--- src/rtl/aes_ctrl_pkg.sv ---
// Shared definitions for the AES encryption and decryption round controllers:
// round counts, datapath mode codes and the controller state encoding.
package aes_ctrl_pkg;

  localparam int NR128 = 10;
  localparam int NR256 = 14;

  localparam logic [1:0] MODE_ARK = 2'b11;
  localparam logic [1:0] MODE_RND = 2'b00;
  localparam logic [1:0] MODE_FIN = 2'b10;

  typedef enum logic [2:0] {
    ST_IDLE,
    ST_LOAD,
    ST_EXPAND,
    ST_INIT,
    ST_ROUND,
    ST_FINAL,
    ST_DONE
  } state_e;

  // Round count for the latched key width, narrowed to the 4-bit counter domain.
  function automatic logic [3:0] nr_sel(input logic aes256, input int nr128, input int nr256);
    return aes256 ? 4'(nr256) : 4'(nr128);
  endfunction

endpackage

--- src/rtl/fsm_dec_if.sv ---
// Control/status bundle between the AES decryption controller and its user
// (request side) plus the datapath strobes it drives.
interface fsm_dec_if;
  logic       stall;
  logic       start;
  logic       key_type;
  logic       key_reuse;
  logic       d_en;
  logic       k_en;
  logic       reset_out;
  logic [1:0] mode;
  logic       key_sel;
  logic       rk_we;
  logic [3:0] rk_addr;
  logic       ready;
  logic       done;

  modport master (
    output stall, start, key_type, key_reuse,
    input  d_en, k_en, reset_out, mode, key_sel, rk_we, rk_addr, ready, done
  );

  modport slave (
    input  stall, start, key_type, key_reuse,
    output d_en, k_en, reset_out, mode, key_sel, rk_we, rk_addr, ready, done
  );
endinterface

--- src/rtl/round_counter.sv ---
// 4-bit up/down round counter with synchronous load, stall hold and
// terminal/one compares used by the AES round controllers.
module round_counter (
  input  logic       clk,
  input  logic       rst,
  input  logic       stall,
  input  logic       load,
  input  logic [3:0] load_val,
  input  logic       inc,
  input  logic       dec,
  input  logic [3:0] term,
  output logic [3:0] cnt,
  output logic       at_term,
  output logic       at_one
);

  logic [3:0] cnt_q;
  logic [3:0] cnt_d;

  always_comb begin
    cnt_d = cnt_q;
    if (!stall) begin
      if (load) begin
        cnt_d = load_val;
      end else if (inc) begin
        cnt_d = cnt_q + 4'd1;
      end else if (dec) begin
        cnt_d = cnt_q - 4'd1;
      end
    end
  end

  always_ff @(posedge clk) begin
    if (rst) begin
      cnt_q <= 4'd0;
    end else begin
      cnt_q <= cnt_d;
    end
  end

  assign cnt     = cnt_q;
  assign at_term = (cnt_q == term);
  assign at_one  = (cnt_q == 4'd1);

endmodule

--- src/rtl/fsm_dec.sv ---
// AES-128/256 decryption controller: expands the key schedule into the round-key
// buffer, then replays it last-to-first through the inverse-round datapath.
module fsm_dec
  import aes_ctrl_pkg::*;
#(
  parameter int NR128 = aes_ctrl_pkg::NR128,
  parameter int NR256 = aes_ctrl_pkg::NR256
) (
  input  logic      clk,
  input  logic      reset_in,
  fsm_dec_if.slave  bus
);

  state_e     state_q, state_d;
  logic       type_q, type_d;
  logic       key_valid_q, key_valid_d;
  logic       full_q, full_d;

  logic [3:0] nr;
  logic [3:0] cnt;
  logic       cnt_load;
  logic [3:0] cnt_val;
  logic       cnt_inc;
  logic       cnt_dec;
  logic       at_term;
  logic       at_one;

  assign nr = nr_sel(type_q, NR128, NR256);

  round_counter u_cnt (
    .clk      (clk),
    .rst      (reset_in),
    .stall    (bus.stall),
    .load     (cnt_load),
    .load_val (cnt_val),
    .inc      (cnt_inc),
    .dec      (cnt_dec),
    .term     (nr),
    .cnt      (cnt),
    .at_term  (at_term),
    .at_one   (at_one)
  );

  always_comb begin
    state_d     = state_q;
    type_d      = type_q;
    key_valid_d = key_valid_q;
    full_d      = full_q;
    cnt_load    = 1'b0;
    cnt_val     = 4'd0;
    cnt_inc     = 1'b0;
    cnt_dec     = 1'b0;
    if (!bus.stall) begin
      case (state_q)
        ST_IDLE: begin
          if (bus.start) begin
            state_d = ST_LOAD;
            // Reuse only when the stored schedule was built for the same key width.
            if (bus.key_reuse && key_valid_q && (bus.key_type == type_q)) begin
              full_d = 1'b0;
            end else begin
              full_d      = 1'b1;
              type_d      = bus.key_type;
              key_valid_d = 1'b0;
            end
          end
        end
        ST_LOAD: begin
          if (full_q) begin
            state_d  = ST_EXPAND;
            cnt_load = 1'b1;
            cnt_val  = 4'd1;
          end else begin
            state_d = ST_INIT;
          end
        end
        ST_EXPAND: begin
          if (at_term) begin
            state_d     = ST_INIT;
            key_valid_d = 1'b1;
          end else begin
            cnt_inc = 1'b1;
          end
        end
        ST_INIT: begin
          state_d  = ST_ROUND;
          cnt_load = 1'b1;
          cnt_val  = nr - 4'd1;
        end
        ST_ROUND: begin
          if (at_one) begin
            state_d = ST_FINAL;
          end else begin
            cnt_dec = 1'b1;
          end
        end
        ST_FINAL: state_d = ST_DONE;
        ST_DONE:  state_d = ST_IDLE;
        default:  state_d = ST_IDLE;
      endcase
    end
  end

  always_ff @(posedge clk) begin
    if (reset_in) begin
      state_q     <= ST_IDLE;
      type_q      <= 1'b0;
      key_valid_q <= 1'b0;
      full_q      <= 1'b0;
    end else begin
      state_q     <= state_d;
      type_q      <= type_d;
      key_valid_q <= key_valid_d;
      full_q      <= full_d;
    end
  end

  // Moore output decode from registered state and counter.
  always_comb begin
    bus.d_en      = 1'b0;
    bus.k_en      = 1'b0;
    bus.reset_out = 1'b0;
    bus.mode      = MODE_ARK;
    bus.key_sel   = type_q;
    bus.rk_we     = 1'b0;
    bus.rk_addr   = 4'd0;
    bus.ready     = 1'b0;
    bus.done      = 1'b0;
    case (state_q)
      ST_IDLE: begin
        bus.ready     = 1'b1;
        bus.reset_out = 1'b1;
      end
      ST_LOAD: begin
        bus.d_en  = 1'b1;
        bus.k_en  = full_q;
        bus.rk_we = full_q;
      end
      ST_EXPAND: begin
        bus.rk_we   = 1'b1;
        bus.rk_addr = cnt;
      end
      ST_INIT: begin
        bus.mode    = MODE_ARK;
        bus.rk_addr = nr;
      end
      ST_ROUND: begin
        bus.mode    = MODE_RND;
        bus.rk_addr = cnt;
      end
      ST_FINAL: begin
        bus.mode    = MODE_FIN;
        bus.rk_addr = 4'd0;
      end
      ST_DONE: bus.done = 1'b1;
      default: bus.ready = 1'b0;
    endcase
  end

endmodule
--- src/flat_wrapper.sv ---
// flat-port wrapper written by rule: the top's interface ports become plain ports
module fsm_dec_flat import aes_ctrl_pkg::*;
#(
  parameter int NR128 = aes_ctrl_pkg::NR128,
  parameter int NR256 = aes_ctrl_pkg::NR256
)
  (clk, reset_in, bus_stall, bus_start, bus_key_type, bus_key_reuse, bus_d_en, bus_k_en, bus_reset_out, bus_mode, bus_key_sel, bus_rk_we, bus_rk_addr, bus_ready, bus_done);
  fsm_dec_if bus_i ();
  input  logic clk;
  input  logic reset_in;
  input wire logic [$bits(bus_i.stall)-1:0] bus_stall;
  input wire logic [$bits(bus_i.start)-1:0] bus_start;
  input wire logic [$bits(bus_i.key_type)-1:0] bus_key_type;
  input wire logic [$bits(bus_i.key_reuse)-1:0] bus_key_reuse;
  output wire logic [$bits(bus_i.d_en)-1:0] bus_d_en;
  output wire logic [$bits(bus_i.k_en)-1:0] bus_k_en;
  output wire logic [$bits(bus_i.reset_out)-1:0] bus_reset_out;
  output wire logic [$bits(bus_i.mode)-1:0] bus_mode;
  output wire logic [$bits(bus_i.key_sel)-1:0] bus_key_sel;
  output wire logic [$bits(bus_i.rk_we)-1:0] bus_rk_we;
  output wire logic [$bits(bus_i.rk_addr)-1:0] bus_rk_addr;
  output wire logic [$bits(bus_i.ready)-1:0] bus_ready;
  output wire logic [$bits(bus_i.done)-1:0] bus_done;
  assign bus_i.stall = bus_stall;
  assign bus_i.start = bus_start;
  assign bus_i.key_type = bus_key_type;
  assign bus_i.key_reuse = bus_key_reuse;
  assign bus_d_en = bus_i.d_en;
  assign bus_k_en = bus_i.k_en;
  assign bus_reset_out = bus_i.reset_out;
  assign bus_mode = bus_i.mode;
  assign bus_key_sel = bus_i.key_sel;
  assign bus_rk_we = bus_i.rk_we;
  assign bus_rk_addr = bus_i.rk_addr;
  assign bus_ready = bus_i.ready;
  assign bus_done = bus_i.done;
  fsm_dec #(.NR128(NR128), .NR256(NR256)) u_core (.clk(clk), .reset_in(reset_in), .bus(bus_i));
endmodule
--- config.mk ---
export PLATFORM = sky130hd
export DESIGN_NAME = fsm_dec_flat
export DESIGN_NICKNAME = d
export VERILOG_FILES = /design/src/rtl/aes_ctrl_pkg.sv /design/src/rtl/fsm_dec_if.sv /design/src/rtl/round_counter.sv /design/src/rtl/fsm_dec.sv /design/src/flat_wrapper.sv
export SDC_FILE = /design/constraint.sdc
export NUM_CORES = 1
export LEC_CHECK = 0
export ABC_CLOCK_PERIOD_IN_PS = 5700
export CAP_MARGIN = 10
export CORE_MARGIN = 1.5
export CORE_UTILIZATION = 45
export DETAILED_ROUTE_END_ITERATION = 16
export PLACE_DENSITY = 0.73
export SYNTH_ARGS = -nofsm -noshare
export SYNTH_HDL_FRONTEND = slang
export SYNTH_HIERARCHICAL = 1
export SYNTH_SLANG_ARGS = --single-unit
export TNS_END_PERCENT = 5
--- constraint.sdc ---
create_clock -name clk -period 5.7 [get_ports clk]
set_input_delay 1.14 -clock clk [delete_from_list [all_inputs] [get_ports clk]]
set_output_delay 1.14 -clock clk [all_outputs]
set_load 0.01 [all_outputs]
After elaboration in Yosys (flattened, before gate mapping)
Cells that the tools add are included.
Widths: inputs -> output; s select.
{"block": "totals", "register_bits": 10, "output_inout_bits": 13, "word_cells": 66}
{"block": "op_classes", "reduce_logical": 11, "bitwise": 2, "mux": 32, "n_addsub": 3, "eq_ne": 13}
{"operator": "$mux 1", "n": 18}
{"operator": "$pmux 3 s6", "n": 1}
{"operator": "$pmux 4 s2", "n": 2}
{"operator": "$mux 3", "n": 4}
{"operator": "$mux 4", "n": 3}
{"operator": "$eq 3x3->1 const B", "n": 3}
{"operator": "$reduce_and 4->1", "n": 2}
{"operator": "$sub 4x1->4 const B", "n": 2}
{"operator": "$eq 3x2->1 const B", "n": 2}
{"operator": "$pmux 1 s2", "n": 3}
{"operator": "$reduce_and 5->1", "n": 1}
{"operator": "$add 4x1->4 const B", "n": 1}
{"operator": "$eq 4x1->1 const B", "n": 1}
{"operator": "$eq 4x4->1", "n": 1}
{"operator": "$ne 2x1->1 const B", "n": 2}
{"operator": "$ne 2x2->1 const B", "n": 2}
{"operator": "$pmux 2 s2", "n": 1}
{"operator": "$eq 3x1->1 const B", "n": 1}
{"operator": "$logic_not 3->1", "n": 1}
{"operator": "$reduce_and 3->1", "n": 1}
{"operator": "$reduce_bool 3->1", "n": 1}
{"operator": "$logic_and 1x1->1", "n": 2}
{"operator": "$not 1->1", "n": 2}
{"operator": "$reduce_and 2->1", "n": 1}
{"operator": "3 further kinds", "n": 3}

Logic depth before layout (Yosys ltp)
{"block": "depth", "depth_word": 7, "ltp_mapped": 8, "depth_no_buf": 8}

By module
Netlist, hierarchy kept.
{"module": "fsm_dec", "n_inst": 1, "cells_per_inst": 72, "area_each_um2": 495.5, "seq_area_each_um2": 120.1}
{"module": "round_counter", "n_inst": 1, "cells_per_inst": 43, "area_each_um2": 355.3, "seq_area_each_um2": 80.1}

Least setup slack after synthesis
OpenSTA, ideal clock, no wires.
{"block": "synth_timing", "path_type": "in2reg", "start": "input port bus_stall", "end": "register u_core.u_cnt.cnt_q[0] (netlist: u_core/u_cnt/cnt[0])", "n_path_buf": 1, "setup_ns": 0.091, "path_stages": 7, "setup_slack_ns": 2.942, "t_arrival_ns": 2.667, "path_cell_list": "clkbuf_1 -> nand2b_1 -> nor4_1 -> nor3_1 -> nor2_2 -> a21oi_1 -> a311oi_1"}
{"block": "synth_between", "elab_chain_len": 3}
{"element": "start, declared", "line_no": "flat_wrapper.sv:11", "rtl": "input wire logic [$bits(bus_i.stall)-1:0] bus_stall;"}
{"element": "$mux 1 (*)", "line_no": "fsm_dec.sv:53", "rtl": "if (!bus.stall) begin"}
{"element": "named net u_core.cnt_inc", "line_no": "fsm_dec.sv:23", "rtl": "logic cnt_inc;"}
{"element": "$reduce_bool 3->1 (no line) or $mux 4 (tied branches)"}
{"element": "$reduce_and 2->1 (no line) or $mux 4 (tied branches)"}
{"element": "end signal, assigned", "line_no": "round_counter.sv:37", "rtl": "cnt_q <= cnt_d;"}
{"element": "end, declared", "line_no": "round_counter.sv:17", "rtl": "logic [3:0] cnt_q;"}
The timed path passes the listed nets; every way through them passes the cells marked *.
A chain may end at the register's enable or synchronous reset.

Worst setup path after layout
{"block": "layout_timing", "start": "input port bus_stall", "end": "register u_core.u_cnt.cnt_q[1] (netlist: u_core/u_cnt/cnt[1])"}
The elaborated chain is that of the path after synthesis.

==> summary.md <==
| Metric | Value |
|---|---|
| Top_reg_cell synth | dfxtp_1 |
| Post-Layout Cell Count | between 150 and 200 |
| Critical path arrival | 3.53 ns |
| Clk sink count | 10 |
| Total GRT Usage | 0.193 |
| Fill cells | ~170 |
| Post-Synth Adder-Cell Area | 0.0441 |
| Hold-fix buffers at CTS | 0 |
| Post-synthesis xor/xnor area fraction | 0.0618 |
| Max_slew headroom | 0.347 |
| Max cap viols | 0 |
| Worst Path Class, Setup | input pin to flop |
| Detailed Routing Iterations Pass 1 | 4 |
| Ys async rst share | 0 |
| Largest net degree at the start of global routing | 19 |
| Synthesized area | 851 um2 |
| Worst path required time | 5.86 ns |
| Cell row count | 15 |
| IO Port Bufs | 18 |
| Leading area contributor after synthesis | dfxtp_1 |
| Multiplexer share of the synthesized area | 0.0485 |
| Peak VDD IR | about 150 uV |
| Placer Congestion | slightly above 0.9 |
| Synth unique cells | 41 |
| Hold crit path type | flop to flop |
| Hold depth | 2 |
| Setup violators final | 0 |
| Cell chain of the critical path | clkdlybuf4s50_1, nand2b_1, nor4_1, nor3_1, nor2_2, nor2_1, a211oi_1 |
| RSZ-0062 raised after global routing | false |
| Via/cell ratio | approximately 5.4 |
| Vias in the first global route | about 700 |
| Total Routed Length | roughly 1.9 mm |
| Crit path from | bus_stall |
| Setup bufs post-CTS | 0 |
| Max Slew Vio Count | 0 |
| Placed Cells | about 150 |
| Antenna cell count | 0 |
| Die width | about 46 um |
| CTS max path bufs | 2 |
| Placeable Area | 0.00175 mm2 |
| Final min period | roughly 3.4 ns |
| Worst setup margin | 2.33 ns |
| Compound-Gate Fraction of Synth Area | 0.194 |
| Total CTS buffers | 3 |
| Final period util | 0.591 |
| Fmax achieved | 297 MHz |
| R2r startpoint | u_core/u_cnt/cnt[0]$_SDFFE_PP0P_ |
| Synth top cells by count | 12 x nor2_1, 10 x dfxtp_1, 10 x nand2_1 |
| Slowest CP cell | nor4_1 |
| Clock latency at the later pin of the worst-skew pair | around 0.26 ns |
| Fin. Hold Viols | 0 |
| Top Ports | 19 |
| Crit start category | input pin |
| Status | completed |
| DIE HEIGHT | about 46 um |
| Final Net Count | 143 |
| Reg2reg end | u_core/u_cnt/cnt[1]$_SDFFE_PP0P_ |
| Largest family of logic cells by synthesized area | simple AND/OR/NAND/NOR gates |
| R2R setup slack | between 3 and 4 ns |
| Power Density | 188 mW/mm2 |
| Setup TNS | 0 ns |
| Crit path to | u_core/u_cnt/cnt[1]$_SDFFE_PP0P_ |
| CTS Root Cell | clkbuf_4 |
| Mapped Cells | 115 |
| CTS tree | yes |
| Pre-CTS WS | about 2.1 ns |
| Number of flops mapped to enable cells by yosys | 0 |
| First-pass GRT wire length | about 3.0 mm |
| DR WL/cell | 12.1 um |
| Layout area overhead | 26.2% |
| CP Capture Type | flop |
| Initial antenna violation count | 0 |
| Detailed Route Iter0 Violations | 29 |
| Worst Path Max Fanout | 12 |
| Leak | 0.391 nW |
| Warnings from Yosys | 6 |
| Via count | ~850 |
| Worst-Margin Slew | approximately 0.97 ns |
| Post-CTS sizing | 0 |
| CTS HTree Levels | 1 |
| #FFs+latches synth | 10 |
| Worst R2R Path Depth | 7 |
| Final setup skew | between 0.002 and 0.0025 ns |
| Syn Area/Cell | about 7.4 um2 |
| Die area | around 0.0022 mm2 |
| Post-synthesis simple-gate area fraction | 0.334 |
| GRT overflow | 0 |
| HPWL after DPL | 1.37 mm |
| Ratio of cells with drive above 1 in the final layout | 0.0902 |
| DRC Markers | 0 |
| Top-count cell post-synth | nor2_1 |
| Synth top area share | 0.235 |
| Worst stage delay on the critical path | 0.76 ns |
| Post-synthesis sequential area ratio | 0.235 |
| Top cells by area, synth | dfxtp_1 24%, nor2_1 5.3%, nand2b_1 5.1%, xor2_1 5.1%, a21oi_1 4.7% |
| Initial Util | 0.487 |
| DRT antenna net count | 0 |
| Clk slew on worst S/H paths | roughly 0.060 ns |
[kinds of logic (layout without fill, tap and decap cells)]
group	after synthesis	in the layout
AOI/OAI and AO/OA	24	24
xor gates and xnor gates	6	6
adders and majority gates	3	3
buffers and inverters	13	29
DFF	10	10
muxes	4	4
other	2	4
and+or+nand+nor	53	53
[stage by stage]
step | power, mW | util | area, um2 | hold slack (ns)
6_report | 0.202 | 0.615 | 1070 | 0.474
5_1_grt | 0.216 | 0.615 | 1070 | 0.513
4_1_cts | 0.204 | 0.611 | 1070 | 0.478
3_5_place_dp | 0.140 | 0.590 | 1030 | 0.468
3_3_place_gp | 0.139 | 0.590 | 1030 | 0.465
2_1_floorplan | 0.121 | - | 858 | 0.443
[how the worst min path moves through the flow]
stage / from / to / slack [ns]
final: u_core/key_valid_q$_SDFFE_PP0P_ / u_core/key_valid_q$_SDFFE_PP0P_ / 0.47
after global routing: u_core/key_valid_q$_SDFFE_PP0P_ / u_core/key_valid_q$_SDFFE_PP0P_ / 0.51
after CTS: u_core/key_valid_q$_SDFFE_PP0P_ / u_core/key_valid_q$_SDFFE_PP0P_ / 0.48
after detailed placement: u_core/key_valid_q$_SDFFE_PP0P_ / u_core/key_valid_q$_SDFFE_PP0P_ / 0.47
after global placement: u_core/key_valid_q$_SDFFE_PP0P_ / u_core/key_valid_q$_SDFFE_PP0P_ / 0.46
after floorplan: u_core/key_valid_q$_SDFFE_PP0P_ / u_core/key_valid_q$_SDFFE_PP0P_ / 0.44
[flip-flops by register name, indices dropped and copies added, names as in the netlist]
register,count
u_core/bus.key_sel,1
u_core/full_q,1
u_core/key_valid_q,1
u_core/state_q,3
u_core/u_cnt/cnt,4
[layer usage]
metal	share of wire	vias to the layer above	GRT usage
met5	0	-	0
met4	0.0052	0	0.0514
met3	0.069	2	0.0627
met2	0.46	45	0.292
met1	0.46	370	0.262
li1	-	435	-
[cell type report]
cell class	count	area (um2)	share of cell area
Sequential cell	10	200	0.186
Inverter	6	22.5	0.0210
Multi-Input combinational cell	94	596	0.555
Timing Repair Buffer	19	188	0.175
Tap cell	25	31.3	0.0291
Clock buffer	4	36.3	0.0338
[worst max-delay path, delay by kind of cell]
| family | cells | cell delay, ns |
|---|---|---|
| AOI/OAI and AO/OA | 1 | 0.25 |
| and+or+nand+nor | 5 | 1.56 |
| buffers and inverters | 1 | 0.59 |
[where the power goes]
part           switching (mW)  total (mW)  internal (mW)
Sequential             0.0110      0.0852         0.0742
Clock                  0.0232      0.0619         0.0387
Combinational          0.0254      0.0545         0.0291
Total                  0.0596       0.202          0.142
[cell usage in the layout, fill, tap and decap left out, types with 2 or more instances in the layout]
cell / count
conb_1: 4
ha_1: 3
nor3_1: 4
clkbuf_4: 4
nor2_1: 12
nand3_1: 3
nand2b_1: 7
dfxtp_1: 10
a211oi_1: 2
or4_1: 2
clkdlybuf4s50_1: 18
nand2_1: 10
and2_1: 3
nor3b_1: 2
a21oi_1: 8
o21ai_0: 4
nor4_1: 3
xor2_1: 5
inv_1: 6
mux2i_1: 3
(Power assumes the default switching activity.)
